File: config.mk
export PLATFORM = sky130hd
export DESIGN_NAME = seq_alu
export DESIGN_NICKNAME = d
export VERILOG_FILES = /design/src/rtl/seq_alu_pkg.sv /design/src/rtl/seq_alu_addsub.sv /design/src/rtl/seq_alu.sv
export SDC_FILE = /design/constraint.sdc
export NUM_CORES = 1
export LEC_CHECK = 0
export BUFFER_PORTS_ARGS = -buffer_cell sky130_fd_sc_hd__buf_2
export CAP_MARGIN = 10
export CORE_UTILIZATION = 42
export CTS_CLUSTER_DIAMETER = 200
export DETAILED_ROUTE_END_ITERATION = 10
export PLACE_DENSITY_LB_ADDON = 0.25
export SETUP_SLACK_MARGIN = 0.15
export SLEW_MARGIN = 20
export SYNTH_ARGS = -nofsm -noshare
export SYNTH_HDL_FRONTEND = slang
export SYNTH_SLANG_ARGS = --single-unit
File: constraint.sdc
create_clock -name clk -period 5.7 [get_ports clk]
set_input_delay 0.57 -clock clk [delete_from_list [all_inputs] [get_ports clk]]
set_output_delay 0.57 -clock clk [all_outputs]
set_load 0.02 [all_outputs]
File: src/rtl/seq_alu_pkg.sv
// seq_alu_pkg: shared types and constants for the sequential ALU.
// Holds the opcode and FSM state enums, the flag bit positions and small
// helpers used by the top level. The optional multiplier is controlled by
// the SEQ_ALU_MUL_EN macro in seq_alu.sv.
package seq_alu_pkg;

    typedef enum logic [3:0] {
        OP_NOT = 4'd0,
        OP_AND = 4'd1,
        OP_OR  = 4'd2,
        OP_XOR = 4'd3,
        OP_SHL = 4'd4,
        OP_SHR = 4'd5,
        OP_ROL = 4'd6,
        OP_ROR = 4'd7,
        OP_INC = 4'd8,
        OP_DEC = 4'd9,
        OP_ADD = 4'd10,
        OP_ADC = 4'd11,
        OP_SUB = 4'd12,
        OP_SBB = 4'd13,
        OP_CMP = 4'd14,
        OP_MUL = 4'd15
    } opcode_e;

    typedef enum logic [1:0] {
        IDLE  = 2'd0,
        SHIFT = 2'd1,
        MUL   = 2'd2,
        DONE  = 2'd3
    } state_e;

    localparam int FLG_Z = 0;
    localparam int FLG_S = 1;
    localparam int FLG_C = 2;
    localparam int FLG_V = 3;

    function automatic logic [3:0] pack_flags(input logic v, input logic c,
                                              input logic s, input logic z);
        logic [3:0] f;
        f        = '0;
        f[FLG_V] = v;
        f[FLG_C] = c;
        f[FLG_S] = s;
        f[FLG_Z] = z;
        return f;
    endfunction

    function automatic logic is_shift(input opcode_e o);
        return (o == OP_SHL) || (o == OP_SHR) || (o == OP_ROL) || (o == OP_ROR);
    endfunction

endpackage

File: src/rtl/seq_alu_addsub.sv
// seq_alu_addsub: combinational WIDTH-bit adder/subtractor with carry-in.
// In subtract mode 'carry' is the borrow (unsigned a < b + cin) and 'ovf' is
// the two's-complement overflow of a - b - cin.
module seq_alu_addsub #(
    parameter int WIDTH = 20
) (
    input  logic [WIDTH-1:0] a,
    input  logic [WIDTH-1:0] b,
    input  logic             cin,
    input  logic             sub,
    output logic [WIDTH-1:0] sum,
    output logic             carry,
    output logic             ovf
);

    logic [WIDTH:0] ext;

    // Work one bit wider so the extra MSB is the carry-out or the borrow
    always_comb begin
        if (sub) begin
            ext = {1'b0, a} - {1'b0, b} - {{WIDTH{1'b0}}, cin};
        end else begin
            ext = {1'b0, a} + {1'b0, b} + {{WIDTH{1'b0}}, cin};
        end
    end

    assign sum   = ext[WIDTH-1:0];
    assign carry = ext[WIDTH];
    assign ovf   = sub ? ((a[WIDTH-1] ^ b[WIDTH-1]) & (a[WIDTH-1] ^ sum[WIDTH-1]))
                       : (~(a[WIDTH-1] ^ b[WIDTH-1]) & (a[WIDTH-1] ^ sum[WIDTH-1]));

endmodule

File: src/rtl/seq_alu.sv
// seq_alu: multi-cycle ALU with valid/ready handshakes and a persistent
// {V,C,S,Z} flags register. Shifts/rotates iterate one bit per cycle.
// Define SEQ_ALU_MUL_EN to build the iterative shift-add multiplier for
// opcode 15; without it opcode 15 completes immediately with err=1.
module seq_alu
    import seq_alu_pkg::*;
#(
    parameter int WIDTH = 20,
    parameter int AMT_W = $clog2(WIDTH)
) (
    input  logic             clk,
    input  logic             rst_n,
    input  logic             in_valid,
    output logic             in_ready,
    input  logic [3:0]       op,
    input  logic [WIDTH-1:0] a,
    input  logic [WIDTH-1:0] b,
    output logic             out_valid,
    input  logic             out_ready,
    output logic [WIDTH-1:0] result,
    output logic [3:0]       flags,
    output logic             err
);

    // One extra bit so the counter can hold both any shift amount and WIDTH
    localparam int CNT_W = AMT_W + 1;

    state_e             state;
    state_e             next_state;
    opcode_e            op_in;
    opcode_e            op_q;
    logic [AMT_W-1:0]   amt;
    logic [WIDTH-1:0]   acc;
    logic [CNT_W-1:0]   cnt;
    logic               go_shift;
    logic               go_mul;

    logic [WIDTH-1:0]   as_b;
    logic               as_cin;
    logic               as_sub;
    logic [WIDTH-1:0]   as_sum;
    logic               as_carry;
    logic               as_ovf;

    logic [WIDTH-1:0]   sc_result;
    logic [WIDTH-1:0]   sc_val;
    logic               sc_c;
    logic               sc_v;
    logic               sc_err;
    logic [3:0]         sc_flags;

    logic [WIDTH-1:0]   sh_next;
    logic               sh_out;

`ifdef SEQ_ALU_MUL_EN
    logic [2*WIDTH-1:0] prod;
    logic [2*WIDTH-1:0] prod_next;
    logic [2*WIDTH-1:0] mcand;
    logic [WIDTH-1:0]   mplier;
`endif

    assign op_in    = opcode_e'(op);
    assign amt      = b[AMT_W-1:0];
    assign go_shift = is_shift(op_in) && (amt != '0);
`ifdef SEQ_ALU_MUL_EN
    assign go_mul   = (op_in == OP_MUL);
`else
    assign go_mul   = 1'b0;
`endif

    seq_alu_addsub #(.WIDTH(WIDTH)) u_addsub (
        .a     (a),
        .b     (as_b),
        .cin   (as_cin),
        .sub   (as_sub),
        .sum   (as_sum),
        .carry (as_carry),
        .ovf   (as_ovf)
    );

    // Single-cycle result and flags for the op currently offered at the input
    always_comb begin
        as_b      = b;
        as_cin    = 1'b0;
        as_sub    = 1'b0;
        sc_result = '0;
        sc_val    = '0;
        sc_c      = 1'b0;
        sc_v      = 1'b0;
        sc_err    = 1'b0;
        case (op_in)
            OP_NOT: sc_val = ~a;
            OP_AND: sc_val = a & b;
            OP_OR:  sc_val = a | b;
            OP_XOR: sc_val = a ^ b;
            OP_SHL, OP_SHR, OP_ROL, OP_ROR: sc_val = a;
            OP_INC: begin
                as_b = '0; as_cin = 1'b1;
                sc_val = as_sum; sc_c = as_carry; sc_v = as_ovf;
            end
            OP_DEC: begin
                as_b = '0; as_cin = 1'b1; as_sub = 1'b1;
                sc_val = as_sum; sc_c = as_carry; sc_v = as_ovf;
            end
            OP_ADD: begin
                sc_val = as_sum; sc_c = as_carry; sc_v = as_ovf;
            end
            OP_ADC: begin
                as_cin = flags[FLG_C];
                sc_val = as_sum; sc_c = as_carry; sc_v = as_ovf;
            end
            OP_SUB, OP_CMP: begin
                as_sub = 1'b1;
                sc_val = as_sum; sc_c = as_carry; sc_v = as_ovf;
            end
            OP_SBB: begin
                as_sub = 1'b1; as_cin = flags[FLG_C];
                sc_val = as_sum; sc_c = as_carry; sc_v = as_ovf;
            end
`ifndef SEQ_ALU_MUL_EN
            OP_MUL: sc_err = 1'b1;
`endif
            default: sc_err = 1'b0;
        endcase
        // CMP reports flags of the difference but hands back operand a
        sc_result = (op_in == OP_CMP) ? a : sc_val;
        sc_flags  = pack_flags(sc_v, sc_c, sc_val[WIDTH-1], sc_val == '0);
    end

    // One-bit step of the latched shift/rotate and the bit it pushes out
    always_comb begin
        sh_next = acc;
        sh_out  = 1'b0;
        case (op_q)
            OP_SHL: begin sh_next = {acc[WIDTH-2:0], 1'b0};        sh_out = acc[WIDTH-1]; end
            OP_SHR: begin sh_next = {1'b0, acc[WIDTH-1:1]};        sh_out = acc[0];       end
            OP_ROL: begin sh_next = {acc[WIDTH-2:0], acc[WIDTH-1]}; sh_out = acc[WIDTH-1]; end
            OP_ROR: begin sh_next = {acc[0], acc[WIDTH-1:1]};      sh_out = acc[0];       end
            default: sh_next = acc;
        endcase
    end

`ifdef SEQ_ALU_MUL_EN
    // Partial product after adding the current multiplier bit
    always_comb begin
        prod_next = prod + (mplier[0] ? mcand : '0);
    end
`endif

    // State register; reset aborts any op in flight
    always_ff @(posedge clk or negedge rst_n) begin
        if (!rst_n) begin
            state <= IDLE;
        end else begin
            state <= next_state;
        end
    end

    // Next-state selection
    always_comb begin
        next_state = state;
        case (state)
            IDLE: begin
                if (in_valid) begin
                    if (go_shift)    next_state = SHIFT;
                    else if (go_mul) next_state = MUL;
                    else             next_state = DONE;
                end
            end
            SHIFT: if (cnt == CNT_W'(1)) next_state = DONE;
`ifdef SEQ_ALU_MUL_EN
            MUL:   if (cnt == CNT_W'(1)) next_state = DONE;
`endif
            DONE:  if (out_ready) next_state = IDLE;
            default: next_state = IDLE;
        endcase
    end

    // Handshake outputs decoded from the state
    always_comb begin
        in_ready  = (state == IDLE);
        out_valid = (state == DONE);
    end

    // Datapath: capture at acceptance, iterate, and commit result/flags on entry to DONE
    always_ff @(posedge clk or negedge rst_n) begin
        if (!rst_n) begin
            result <= '0;
            flags  <= '0;
            err    <= 1'b0;
            acc    <= '0;
            cnt    <= '0;
            op_q   <= OP_NOT;
`ifdef SEQ_ALU_MUL_EN
            prod   <= '0;
            mcand  <= '0;
            mplier <= '0;
`endif
        end else begin
            case (state)
                IDLE: begin
                    if (in_valid) begin
                        op_q <= op_in;
                        err  <= 1'b0;
                        acc  <= a;
                        cnt  <= CNT_W'(amt);
                        if (!go_shift && !go_mul) begin
                            result <= sc_result;
                            err    <= sc_err;
                            if (!sc_err) flags <= sc_flags;
                        end
`ifdef SEQ_ALU_MUL_EN
                        if (go_mul) begin
                            prod   <= '0;
                            mcand  <= {{WIDTH{1'b0}}, a};
                            mplier <= b;
                            cnt    <= CNT_W'(WIDTH);
                        end
`endif
                    end
                end
                SHIFT: begin
                    acc <= sh_next;
                    cnt <= cnt - CNT_W'(1);
                    if (cnt == CNT_W'(1)) begin
                        result <= sh_next;
                        flags  <= pack_flags(1'b0, sh_out, sh_next[WIDTH-1], sh_next == '0);
                    end
                end
`ifdef SEQ_ALU_MUL_EN
                MUL: begin
                    prod   <= prod_next;
                    mcand  <= {mcand[2*WIDTH-2:0], 1'b0};
                    mplier <= {1'b0, mplier[WIDTH-1:1]};
                    cnt    <= cnt - CNT_W'(1);
                    if (cnt == CNT_W'(1)) begin
                        result <= prod_next[WIDTH-1:0];
                        flags  <= pack_flags(|prod_next[2*WIDTH-1:WIDTH],
                                             |prod_next[2*WIDTH-1:WIDTH],
                                             prod_next[WIDTH-1],
                                             prod_next[WIDTH-1:0] == '0);
                    end
                end
`endif
                default: begin
                    result <= result;
                end
            endcase
        end
    end

endmodule

==> Word-level counts from Yosys, hierarchy flattened <==
Cells that the tools add are included.
{ "word_totals": {"output_inout_bits": 27, "elab_cells": 101, "ff_bits": 57, "input_bits": 48} }
{ "op_classes": {"eq_ne": 27, "add_sub_neg": 5, "bitwise": 9, "n_reduce_logical": 22, "n_mux": 31} }
{ "ops": {"columns": ["op", "n"], "rows": [
  ["20-bit 2-to-1 mux", 6],
  ["20-bit one-hot mux with 6 select lines", 1],
  ["20-bit one-hot mux with 2 select lines", 2],
  ["20-bit one-hot mux with 4 select lines", 1],
  ["20-bit logical NOT", 2],
  ["4-bit by 3-bit equality test with 1-bit output, second input constant", 8],
  ["4-bit equality test, second input constant", 8],
  ["20-bit by 20-bit adder with 21-bit output", 1],
  ["21-bit by 1-bit adder with 21-bit output", 1],
  ["21-bit 2-to-1 mux", 1],
  ["20-bit by 20-bit subtractor with 21-bit output", 1],
  ["21-bit by 1-bit subtractor with 21-bit output", 1],
  ["20-bit bitwise AND", 1],
  ["20-bit inverter", 1],
  ["20-bit bitwise OR", 1],
  ["20-bit bitwise XOR", 1],
  ["4-bit 2-to-1 mux", 4],
  ["6-bit one-hot mux with 2 select lines", 1],
  ["4-bit by 2-bit equality test with 1-bit output, second input constant", 2],
  ["2-bit 2-to-1 mux", 4],
  ["2-bit inequality test, second input constant", 4],
  ["4-bit one-hot mux with 2 select lines", 1],
  ["2-bit OR reduction", 4],
  ["4-bit OR reduction", 2],
  ["other kinds (24)", 35]
]} }

==> Depth between registers and ports, before layout <==
Gate-level depths: netlist (run 1).
{ "depth": {"word_depth": 14, "mapped_depth": 21, "mapped_depth_nobuf": 18} }

==> Hierarchy <==
Synthesis (run 1) repeated with hierarchy kept, for this count alone.
{ "hier_totals": {"cells_unflattened": 1038, "area_unflattened_um2": 7832.5} }
{ "by_module_without_submodules": {"columns": ["module", "instances", "cells_each", "area_each_um2", "seq_area_each_um2"], "rows": [
  ["seq_alu", 1, 656, 5197.5, 1426.4],
  ["seq_alu_addsub", 1, 382, 2635.0, 0.0]
]} }

==> Worst setup path after synthesis (run 1) <==
No wires, ideal clock.
{ "synth_path": {"kind": "input to register", "start": "in op[3]", "end": "reg flags[0]", "n_path_buf": 3, "required_time_ps": 5624, "stages": 20, "path_slack_ps": 452, "arrival_time_ps": 5171, "path_cell_list": "clkbuf_1 -> buf_1 -> clkbuf_1 -> nor3b_1 -> nand2b_1 -> inv_1 -> fa_1 -> inv_1 -> ha_1 -> or2_2 -> fa_1 -> nand2b_1 -> a31o_2 -> a211oi_1 -> o21bai_1 -> xor2_1 -> a221oi_1 -> nand3_1 -> or4_1 -> o21ai_1"} }
{ "synth_via": {"elab_chain_len": 12, "word_cells_on_any_way": 43} }
{ "synth_rtl": {"columns": ["element", "line_no", "text"], "rows": [
  ["from (decl)", "seq_alu.sv:15", "input logic [3:0] op,"],
  ["4-bit equality test", "seq_alu.sv:91", "case (op_in)"],
  ["2-bit OR reduction (no source line)", null, null],
  ["20-bit 2-to-1 mux", "seq_alu.sv:91", null],
  ["20-bit by 20-bit adder with 21-bit output / 20-bit by 20-bit subtractor with 21-bit output (equally long branches)", "seq_alu_addsub.sv:23, seq_alu_addsub.sv:21", null],
  ["21-bit by 1-bit adder with 21-bit output / 21-bit by 1-bit subtractor with 21-bit output (equally long branches)", "seq_alu_addsub.sv:23, seq_alu_addsub.sv:21", null],
  ["21-bit 2-to-1 mux", "seq_alu_addsub.sv:20", "if (sub) begin"],
  ["20-bit one-hot mux with 6 select lines", "seq_alu.sv:91", null],
  ["20-bit logical NOT", "seq_alu.sv:127", "sc_flags = pack_flags(sc_v, sc_c, sc_val[WIDTH-1], sc_val == '0);"],
  ["4-bit 2-to-1 mux", "seq_alu.sv:210", "if (!sc_err) flags <= sc_flags;"],
  ["4-bit 2-to-1 mux", "seq_alu.sv:207", "if (!go_shift && !go_mul) begin"],
  ["4-bit 2-to-1 mux", "seq_alu.sv:202", "if (in_valid) begin"],
  ["4-bit one-hot mux with 2 select lines", "seq_alu.sv:200", "case (state)"],
  ["to (signal assigned)", "seq_alu.sv:210", null],
  ["to (signal assigned)", "seq_alu.sv:227", "flags <= pack_flags(1'b0, sh_out, sh_next[WIDTH-1], sh_next == '0);"],
  ["to (decl)", "seq_alu.sv:21", "output logic [3:0] flags,"]
]} }
Several ways; a longest one is shown, not always the timed one. The select of a mux whose other input is x is not followed.
A chain may end at the register's enable or synchronous reset.

==> Final worst setup path (run 1) <==
{ "layout_path": {"start": "reg flags[2]", "end": "reg flags[0]"} }
{ "layout_via": {"elab_chain_len": 9, "word_cells_on_any_way": 10} }
{ "layout_rtl": {"columns": ["element", "line_no"], "rows": [
  ["1-bit one-hot mux with 2 select lines *", "seq_alu.sv:91"],
  ["21-bit by 1-bit adder with 21-bit output / 21-bit by 1-bit subtractor with 21-bit output (equally long branches)", "seq_alu_addsub.sv:23, seq_alu_addsub.sv:21"],
  ["21-bit 2-to-1 mux *", "seq_alu_addsub.sv:20"],
  ["20-bit one-hot mux with 6 select lines *", "seq_alu.sv:91"],
  ["20-bit logical NOT *", "seq_alu.sv:127"],
  ["4-bit 2-to-1 mux *", "seq_alu.sv:210"],
  ["4-bit 2-to-1 mux *", "seq_alu.sv:207"],
  ["4-bit 2-to-1 mux *", "seq_alu.sv:202"],
  ["4-bit one-hot mux with 2 select lines *", "seq_alu.sv:200"]
]} }
Mark *: on every way between the ends. The rest lies on a longest branch, timed or not. The select of a mux whose other input is x is not followed.

==> results.md, run 1 <==
* Outcome: complete, no violations
* Crit path largest cell delay at 0.51 ns
* Slew Limit Fails at 0
* Syn Nets at 1,119
* Clock Latency Late Sink at 0.33 ns
* Grt ovf at 0
* Register share of total power at 24.1%
* Seq/Total Area, Yosys at 18.9%
* Crit path max fanout at 5
* Vias in the first global route at 6,913
* Placed Instance Area at 0.00812 mm²
* Max clock buf depth at 2
* Final #Nets at 1,166
* Share of the synthesized area in the top cell type at 18.9%
* # diodes at 0
* Crit path kind: flip-flop to flip-flop
* RSZ-0062 raised after global routing: no
* Die H at 136 µm
* Clk slew on worst S/H paths at 0.05 ns
* Combinational power share at 58.6%
* Least-Margin Pin Slew at 1.06 ns
* Total GRT Usage at 26.3%
* CTS Root Cell: clkbuf_16
* I/O Pins at 75
* RD Place Congestion at 0.907
* Die ar. at 0.0185 mm²
* Cell internal pwr at 1.79 mW
* H-Tree Depth at 3
* Peak VDD IR at 0.293 mV
* Crit path arrival time at 5.02 ns
* Synthesized flop and latch total at 57
* Initial Util at 43.4%
* Iteration-0 DRC Markers at 616
* Clk pwr share at 17.3%
* Dpl hpwl at 18,000 µm
* Clock sink total at 57
* Slew HR at 29.2%
* # rows at 48
* Syn. warnings at 0
* Overall power at 3.42 mW
* TritonCTS clock tree: yes
* Via count at 7,309
* Syn-to-layout area delta at 11.9%
* Area leader, netlist: dfrtp_1
* CP max-delay cell: or4_1
* # setup viols final at 0
* Syn Std Cell Area at 0.00755 mm²
* Fin area at 0.00845 mm²
* Netlist cell types at 80
* Crit-path cells: nand2_1 -> maj3_1 -> nand2b_1 -> inv_1 -> fa_1 -> ha_1 -> or2_2 -> fa_1 -> nand2b_1 -> a31o_2 -> a211oi_1 -> o21bai_1 -> xor2_1 -> a221oi_1 -> nand3_1 -> or4_1 -> o21ai_1
* Largest net degree at the start of global routing at 58
* Fin. Hold Viols at 0
* Final ANT Viol Nets at 0
* Placed Instances at 1,229
* Synthesized area per cell at 7.80 µm²
* Leak at 3.91 nW
* DRC errors left at 0
* Fmax at 210 MHz
* Psw at 1.63 mW
* Clock skew at 0.00799 ns
* Crit path launch type: flip-flop
* Core ar. at 0.0174 mm²
* Setup bufs post-CTS at 0
* Synth area leaders: dfrtp_1 (19%), ha_1 (16%), a21oi_1 (5.6%)
* Crit. End Element: flip-flop
* Prevailing post-synth register cell: dfrtp_1
* Final setup TNS at 0 ns
* Number of buffers created by CTS at 9
* HP Class: input pin to asynchronous set/reset pin
* First-pass GRT wire length at 37,700 µm
* Min cycle time layout at 4.76 ns
* Switching share of total power at 47.6%
* Fraction of layout cells with a size suffix above 1 at 13.7%
* Chip Width at 136 µm
* Crit path required time at 5.95 ns
* Vias/cell at 5.87
* Port-buffer cells at 74
* Post-CTS sizing at 0
* DR WL/cell at 19.2 µm
* Cell Pwr Density at 405 mW/mm²
* Routed wire length at 23,900 µm
* Fin cells at 1,245
* Initial antenna violation count at 0
* Crit share post-route at 83.6%
* Hold-fix buffers, CTS at 0
* Post-synth EDFFs at 0
* Synth async-reset ratio at 100%
* Cells after Synth at 968
* Pre-antenna DRT Iters at 5
* Number of max-cap violations at 0
synth_stat cells, drive strengths merged (5+ instances only):
| cell type | instances |
|---|---|
| o22ai | 8 |
| o32ai | 6 |
| nor2 | 95 |
| a221oi | 22 |
| o21ai | 63 |
| o31ai | 7 |
| nand2 | 70 |
| nor3 | 10 |
| clkbuf | 41 |
| a211oi | 23 |
| dfrtp | 57 |
| o211ai | 7 |
| o22a | 8 |
| buf | 13 |
| o221ai | 5 |
| a22oi | 6 |
| nand4 | 9 |
| mux2i | 30 |
| o21bai | 7 |
| nor2b | 12 |
| a21oi | 87 |
| a221o | 11 |
| a21o | 13 |
| xor2 | 9 |
| ha | 99 |
| xnor2 | 24 |
| nand2b | 14 |
| nand3 | 19 |
| a31oi | 6 |
| a211o | 13 |
| mux4 | 6 |
| inv | 101 |
flip-flops by register name, indices dropped and copies added (netlist names):
signal and count:
state 2, err 1, acc 20, op_q 4, flags 4, cnt 6
result 20
power groups by stage:
stage	Clock, mW	Sequential, mW	Combinational [mW]
after floorplan	0	0.851	1.37
after global placement	0	0.823	1.95
after detailed placement	0	0.825	1.97
after CTS	0.600	0.821	1.99
after global routing	0.620	0.847	2.21
final	0.593	0.824	2.00
cell families (layout without fill, tap and decap cells):
family,count (synthesis),after routing,share of synthesized area (%)
buffers and inverters,156,208,8.00
flip-flops,57,57,18.9
adder cells (fa/ha/maj),104,104,17.6
XOR/XNOR,33,33,3.83
AND/OR/NAND/NOR,259,259,16.2
AO/OA/AOI/OAI,320,320,29.2
multiplexers,39,39,6.21
routing by layer:
metal	global-route usage (%)	up-vias	share of wire, %
met5	0	-	0
met4	10.0	0	2.9
met3	4.33	36	5.7
met2	40.6	222	45
met1	36.4	3459	47
li1	-	3592	-
final cells by class:
type                       count  area, µm²
fill                        1766       8970
multi-input combinational    755       5540
sequential                    57       1430
timing repair buffer          90        490
inverter                     102        383
tap                          225        282
clock buffer                  11        253
clock inverter                 5       77.6
cell usage in the layout (no fill, tap or decap), types with 14 or more instances in the layout:
cell       n
a211oi_1  21
a21oi_1   85
a221oi_1  20
buf_2     74
buf_4     16
dfrtp_1   57
ha_1      99
inv_1     97
mux2i_1   30
nand2_1   70
nand2b_1  14
nand3_1   19
nor2_1    94
o21ai_0   51
xnor2_1   24
critical path, delay by kind of cell (launching register included):
family | cells | cell delay [ns]
AOI/OAI and AO/OA | 5 | 1.17
adders and majority gates | 4 | 1.45
xor gates and xnor gates | 1 | 0.15
buffers and inverters | 1 | 0.09
DFF | 1 | 0.47
and+or+nand+nor | 6 | 1.35
through the flow:
step | utilization (%) | worst slack (ns) | hold WS (ns)
6_report | 48.5 | 0.937 | 0.390
5_1_grt | 48.5 | 0.669 | 0.434
4_1_cts | 48.5 | 0.971 | 0.421
3_5_place_dp | 46.6 | 0.746 | 0.489
3_3_place_gp | 46.6 | 0.872 | 0.459
2_1_floorplan | - | 0.452 | 0.274
path summary, 6_finish.rpt:
check                                from         end  slack [ns]  depth (start not counted)
max in group asynchronous           rst_n     op_q[1]        4.81                          2
worst min register to register    op_q[3]     op_q[3]        0.50                          2
min in group clk                out_ready    state[0]        0.43                          2
worst min-delay path                rst_n  result[17]        0.39                          2
worst max register to register   flags[2]    flags[0]        0.94                         17
worst max-delay path             flags[2]    flags[0]        0.94                         17
Power figures use the tool's default switching activity.
==> inputs of run 2 (changes only) <==
--- a/config.mk
+++ b/config.mk
@@ -5,6 +5,7 @@
 export SDC_FILE = /design/constraint.sdc
 export NUM_CORES = 1
 export LEC_CHECK = 0
+export ABC_AREA = 1
 export BUFFER_PORTS_ARGS = -buffer_cell sky130_fd_sc_hd__buf_2
 export CAP_MARGIN = 10
 export CORE_UTILIZATION = 42
==> constraint.sdc (replaced) <==
create_clock -name clk -period 4.96 [get_ports clk]
set_input_delay 0.496 -clock clk [delete_from_list [all_inputs] [get_ports clk]]
set_output_delay 0.496 -clock clk [all_outputs]
set_load 0.02 [all_outputs]
==> results.md, run 2 <==
* Outcome: finished with violations (was complete, no violations)
* Failing checks: DRC
* Fmax at 250 MHz
* DR WL/cell at 17.3 µm (was 19.2 µm)
* Vias in the first global route at 8,230 (was 6,913)
* Number of max-cap violations at 0 (unchanged)
* Setup bufs post-CTS at 0 (unchanged)
* Post-layout util at 47.7% (was 48.5%)
* Fillers at 1,986 (was 1,766)
* Hold-fix buffers, CTS at 0 (unchanged)
* Count leader, synth: nand2_1 (was ha_1)
* HP Class: input pin to asynchronous set/reset pin (unchanged)
* # diodes at 0 (unchanged)
* Initial Util at 43.4% (about the same)
* Max clock buf depth at 2 (unchanged)
* Routed wire length at 27,500 µm (was 23,900 µm)
* Placement Setup Slack at 0.665 ns (was 0.746 ns)
* Slew HR at 29.3% (was 29.2%)
* CTS Root Cell: clkbuf_16 (unchanged)
* Fin area at 0.00869 mm² (was 0.00845 mm²)
* Dpl hpwl at 21,800 µm (was 18,000 µm)
* Post-synth EDFFs at 0 (unchanged)
* Min cycle time layout at 3.99 ns
* Synthesized flop and latch total at 57 (unchanged)
* Clock skew at 0.00672 ns (was 0.00799 ns)
* Crit path arrival time at 4.25 ns (was 5.02 ns)
* Most frequent cells in the layout: nand2_1 (349), inv_1 (241), nor2_1 (121) (was ha_1 (99), inv_1 (97), nor2_1 (94))
* Largest registers: acc (20), result (20), cnt (6) (unchanged)
* Syn. warnings at 0 (unchanged)
* Placed Instance Area at 0.00844 mm² (was 0.00812 mm²)
* Commonest cells post-synth: nand2_1 (349), inv_1 (241), nor2_1 (122), nand3_1 (109), ha_1 (99) (was ha_1 (99), inv_1 (97), nor2_1 (95), a21oi_1 (85), nand2_1 (70))
* Worst Hold Margin at 0.302 ns (was 0.390 ns)
* Cells after Synth at 1,300 (was 968)
* # rows at 49 (was 48)
* Peak VDD IR at 0.223 mV (was 0.293 mV)
* Crit path launch type: input pin (was flip-flop)
* Syn Std Cell Area at 0.00791 mm² (was 0.00755 mm²)
* Crit path largest cell delay at 0.56 ns (was 0.51 ns)
* RSZ-0062 raised after global routing: no (unchanged)
* Slew Limit Fails at 0 (unchanged)
* Prevailing post-synth register cell: dfrtp_1 (unchanged)
* Placed Instances at 1,574 (was 1,229)
* Crit path required time at 5.22 ns (was 5.95 ns)
* Final #Nets at 1,507 (was 1,166)
* Syn-to-layout area delta at 9.86% (was 11.9%)
* I/O Pins at 75 (unchanged)
* Chip Width at 139 µm (was 136 µm)
* Most common cell after layout, fill and taps aside: nand2_1 (was ha_1)
* Post-CTS sizing at 0 (unchanged)
* Vias/cell at 5.59 (was 5.87)
* Die ar. at 0.0194 mm² (was 0.0185 mm²)
* Initial antenna violation count at 0 (unchanged)
* Via count at 8,879 (was 7,309)
* Crit. End Element: flip-flop (unchanged)
* Clock Latency Late Sink at 0.33 ns (about the same)
* TritonCTS clock tree: yes (unchanged)
* Share of the synthesized area in the top cell type at 18.0% (was 18.9%)
* Clock sink total at 57 (unchanged)
* H-Tree Depth at 3 (unchanged)
* # setup viols final at 0 (unchanged)
* RD Place Congestion at 0.978 (was 0.907)
* Cell Pwr Density at 409 mW/mm² (was 405 mW/mm²)
* Port-buffer cells at 74 (unchanged)
* CP max-delay cell: fa_1 (was or4_1)
* Fin cells at 1,588 (was 1,245)
* Netlist cell types at 37 (was 80)
* Area leader, netlist: dfrtp_1 (unchanged)
* Clk slew on worst S/H paths at 0.05 ns (about the same)
* Multi-input combinational cell area at 0.00538 mm² (was 0.00554 mm²)
* Synth area leaders: dfrtp_1 (18%), nand2_1 (17%), ha_1 (16%) (was dfrtp_1 (19%), ha_1 (16%), a21oi_1 (5.6%))
* Synthesized area per cell at 6.08 µm² (was 7.80 µm²)
* Crit path kind: input pin to flip-flop (was flip-flop to flip-flop)
* Leak at 4.76 nW (was 3.91 nW)
* Total GRT Usage at 28.7% (was 26.3%)
* First-pass GRT wire length at 43,600 µm (was 37,700 µm)
* Iteration-0 DRC Markers at 722 (was 616)
* Pre-antenna DRT Iters at 9 (was 5)
* Synth async-reset ratio at 100% (unchanged)
* Least-Margin Pin Slew at 1.06 ns (about the same)
* Final setup TNS at 0 ns (unchanged)
* Crit path max fanout at 7 (was 5)
* Fin. Hold Viols at 0 (unchanged)
* Register area at 0.00143 mm² (unchanged)
* Final ANT Viol Nets at 0 (unchanged)
* Grt ovf at 0 (unchanged)
* Final worst slack at 0.967 ns (was 0.937 ns)
* Core ar. at 0.0182 mm² (was 0.0174 mm²)
* Die H at 139 µm (was 136 µm)
* Seq/Total Area, Yosys at 18.0% (was 18.9%)
* Fraction of layout cells with a size suffix above 1 at 7.95% (was 13.7%)
* Syn Nets at 1,451 (was 1,119)
* Number of buffers created by CTS at 9 (unchanged)
* Most numerous cell on the critical path: nand2_1
* Overall power at 3.55 mW (was 3.42 mW)
* Largest net degree at the start of global routing at 58 (unchanged)
* DRC errors left at 4 (was 0)
* Crit share post-route at 80.5%
-- run 2: metal layers --
metal	global-route usage, %	part of all wire, %	up-vias
met2	46.1	45	357
met4	12.0	3.5	0
li1	-	-	4358
met5	0	0	-
met1	39.2	45	4110
met3	2.83	7.1	54
-- run 2: critical path: cells and delay by family --
family	cells	cell delay [ns]
simple gates	17	1.47
fa+ha+maj	3	1.23
buf+inv	7	0.55
compound gates	3	0.49
-- run 2: worst paths after layout --
check,from,to,slack [ns],cells after the start
setup reg to reg,flags[2],flags[0],1.12,25
max in group asynchronous,rst_n,result[15],4.15,2
min in group clk,out_ready,state[1],0.43,4
setup / recovery,op[1],flags[0],0.97,30
hold / removal,rst_n,cnt[3],0.30,2
hold reg to reg,flags[1],flags[1],0.48,2
-- run 2: logic make-up after synthesis --
group,after synthesis,share of synthesized area (%)
buffers and inverters,282,13.9
AO/OA/AOI/OAI,227,18.1
adder cells (fa/ha/maj),103,16.7
flip-flops,57,18.0
AND/OR/NAND/NOR,628,33.0
XOR/XNOR,3,0.332
-- run 2: area by class of cell --
type | instances | share of cell area (%)
multi-input cells | 961 | 62.0
well taps | 229 | 3.30
clock inverters | 1 | 0.0576
clock buffers | 13 | 2.77
flip-flops and latches | 57 | 16.4
inverters | 246 | 10.6
repair buffers | 81 | 4.87
-- run 2: where the power goes --
group | internal (mW) | switching [mW]
Sequential | 0.704 | 0.157
Combinational | 0.707 | 1.46
Clock | 0.331 | 0.199
==> inputs of run 3 (changes only) <==
==> constraint.sdc (replaced) <==
create_clock -name clk -period 3.6 [get_ports clk]
set_input_delay 0.36 -clock clk [delete_from_list [all_inputs] [get_ports clk]]
set_output_delay 0.36 -clock clk [all_outputs]
set_load 0.02 [all_outputs]
==> results.md, run 3 (synthesized netlist as in run 2, its figures left out) <==
* Fin area at 0.00950 mm² (was 0.00869 mm²)
* Pre-antenna DRT Iters at 9 (unchanged)
* Crit path kind: flip-flop to flip-flop (was input pin to flip-flop)
* FF-to-FF path depth at 22 (was 25)
* H-Tree Depth at 3 (unchanged)
* Crit path required time at 3.86 ns (was 5.22 ns)
* Via count at 9,154 (was 8,879)
* Clk pwr share at 15.6% (was 14.9%)
* Leak at 5.19 nW (was 4.76 nW)
* Port-buffer cells at 74 (unchanged)
* Max clock buf depth at 2 (unchanged)
* Die H at 139 µm (unchanged)
* Dpl hpwl at 22,800 µm (was 21,800 µm)
* Cell Pwr Density at 548 mW/mm² (was 409 mW/mm²)
* Final setup TNS at 0 ns (unchanged)
* Register share of total power at 22.8% (was 24.2%)
* Peak VDD IR at 0.322 mV (was 0.223 mV)
* Routed wire length at 28,500 µm (was 27,500 µm)
* I/O Pins at 75 (unchanged)
* Clk slew on worst S/H paths at 0.05 ns (about the same)
* Crit path arrival time at 3.62 ns (was 4.25 ns)
* Final worst slack at 0.241 ns (was 0.967 ns)
* Vias in the first global route at 8,410 (was 8,230)
* Chip Width at 139 µm (unchanged)
* Crit path max fanout at 3 (was 7)
* CTS Root Cell: clkbuf_16 (unchanged)
* Min cycle time layout at 3.36 ns
* Most common cell after layout, fill and taps aside: nand2_1 (unchanged)
* Vias/cell at 5.48 (was 5.59)
* DR WL/cell at 17.1 µm (was 17.3 µm)
* Initial antenna violation count at 0 (unchanged)
* Most frequent cells in the layout: nand2_1 (332), inv_1 (233), nor2_1 (115) (was nand2_1 (349), inv_1 (241), nor2_1 (121))
* DRC errors left at 7 (was 4)
* Largest registers: acc (20), result (20), cnt (6) (unchanged)
* Fmax at 298 MHz
* Placement Setup Slack at -0.131 ns (was 0.665 ns)
* Slew Limit Fails at 0 (unchanged)
* Syn-to-layout area delta at 20.1% (was 9.86%)
* RD Place Congestion at 0.945 (was 0.978)
* Hold-fix buffers, CTS at 0 (unchanged)
* Failing checks: DRC (unchanged)
* Die ar. at 0.0194 mm² (unchanged)
* Grt ovf at 0 (unchanged)
* Iteration-0 DRC Markers at 837 (was 722)
* Slew HR at 37.8% (was 29.3%)
* Final ANT Viol Nets at 0 (unchanged)
* TritonCTS clock tree: yes (unchanged)
* Largest net degree at the start of global routing at 43 (was 58)
* Fin cells at 1,669 (was 1,588)
* Placed Instance Area at 0.00901 mm² (was 0.00844 mm²)
* Clock sink total at 57 (unchanged)
* First-pass GRT wire length at 44,800 µm (was 43,600 µm)
* Combinational power share at 61.5% (was 60.9%)
* # rows at 49 (unchanged)
* Crit share post-route at 93.3%
* # setup viols final at 0 (unchanged)
* Number of max-cap violations at 0 (unchanged)
* RSZ-0062 raised after global routing: yes (was no)
* Crit. End Element: flip-flop (unchanged)
* Fin. Hold Viols at 0 (unchanged)
* Initial Util at 43.4% (unchanged)
* Core ar. at 0.0182 mm² (unchanged)
* Fraction of layout cells with a size suffix above 1 at 16.4% (was 7.95%)
* Post-layout util at 52.2% (was 47.7%)
* Clock skew at 0.0108 ns (was 0.00672 ns)
* HP Class: input pin to asynchronous set/reset pin (unchanged)
* Placed Instances at 1,649 (was 1,574)
* Least-Margin Pin Slew at 0.932 ns (was 1.06 ns)
* Cell internal pwr at 2.63 mW (was 1.74 mW)
* Psw at 2.57 mW (was 1.81 mW)
* # diodes at 0 (unchanged)
* FF-to-FF setup slack at 0.24 ns (was 1.12 ns)
* Outcome: finished with violations (unchanged)
* Switching share of total power at 49.4% (was 51.0%)
* Clock Latency Late Sink at 0.33 ns (about the same)
* Total GRT Usage at 29.5% (was 28.7%)
* Number of buffers created by CTS at 9 (unchanged)
* Final #Nets at 1,586 (was 1,507)
* Crit path launch type: flip-flop (was input pin)
-- run 3: cell type report --
cell class	count	area (µm²)
fill	1898	8710
multi-input combinational	961	5540
sequential	57	1430
timing repair buffer	160	1030
inverter	246	923
tap	229	287
clock buffer	14	284
clock inverter	2	10.0
-- run 3: final timing paths --
check | start | end
worst max-delay path | flags[2] | flags[0]
worst min-delay path | rst_n | cnt[3]
worst max register to register | flags[2] | flags[0]
worst min register to register | err | err
max in group asynchronous | rst_n | acc[9]
min in group clk | out_ready | state[1]
-- run 3: metal layers --
metal  global-route usage (%)  wire length (µm)  vias up
met5                        0                 0        -
met4                     9.88               783        0
met3                     4.18              2150       44
met2                     47.0             12700      367
met1                     40.8             12900     4227
li1                         -                 -     4516
-- run 3: per-stage QoR --
step	power [mW]	hold slack, ns
floorplan	3.25	0.0644
global route	5.61	0.242
finish	5.20	0.170
CTS	5.10	0.193
global placement	4.23	0.466
detailed placement	4.26	0.470
-- run 3: worst max-delay path: stages, from the launching register on --
cell and delay (ns):
dfrtp_2 0.46, a21oi_2 0.16, inv_1 0.07, fa_2 0.57
inv_2 0.05, ha_4 0.15, inv_2 0.04, nand2_2 0.07
fa_2 0.39, buf_4 0.15, nand3_1 0.12, nand3_2 0.12
nand2_2 0.09, nand2_1 0.05, nand2_1 0.06, nand3_1 0.07
nand3_1 0.13, nand2_2 0.09, inv_1 0.06, nand2_1 0.07
nor2_1 0.10, nand2_1 0.06, a21oi_1 0.13
-- run 3: timing repair --
| action | CTS | global route |
|---|---|---|
| buffers inserted | 0 | 4 |
| setup endpoints to repair | 1 | 19 |
| resized for setup | 2 | 52 |
| pin swaps | 0 | 30 |
-- run 3: power groups by stage --
| stage | clock (mW) | sequential, mW | combinational (mW) |
|---|---|---|---|
| after floorplan | 0 | 1.30 | 1.95 |
| after global placement | 0 | 1.18 | 3.05 |
| after detailed placement | 0 | 1.18 | 3.08 |
| after CTS | 0.826 | 1.18 | 3.09 |
| after global routing | 0.847 | 1.22 | 3.55 |
| final | 0.813 | 1.19 | 3.20 |
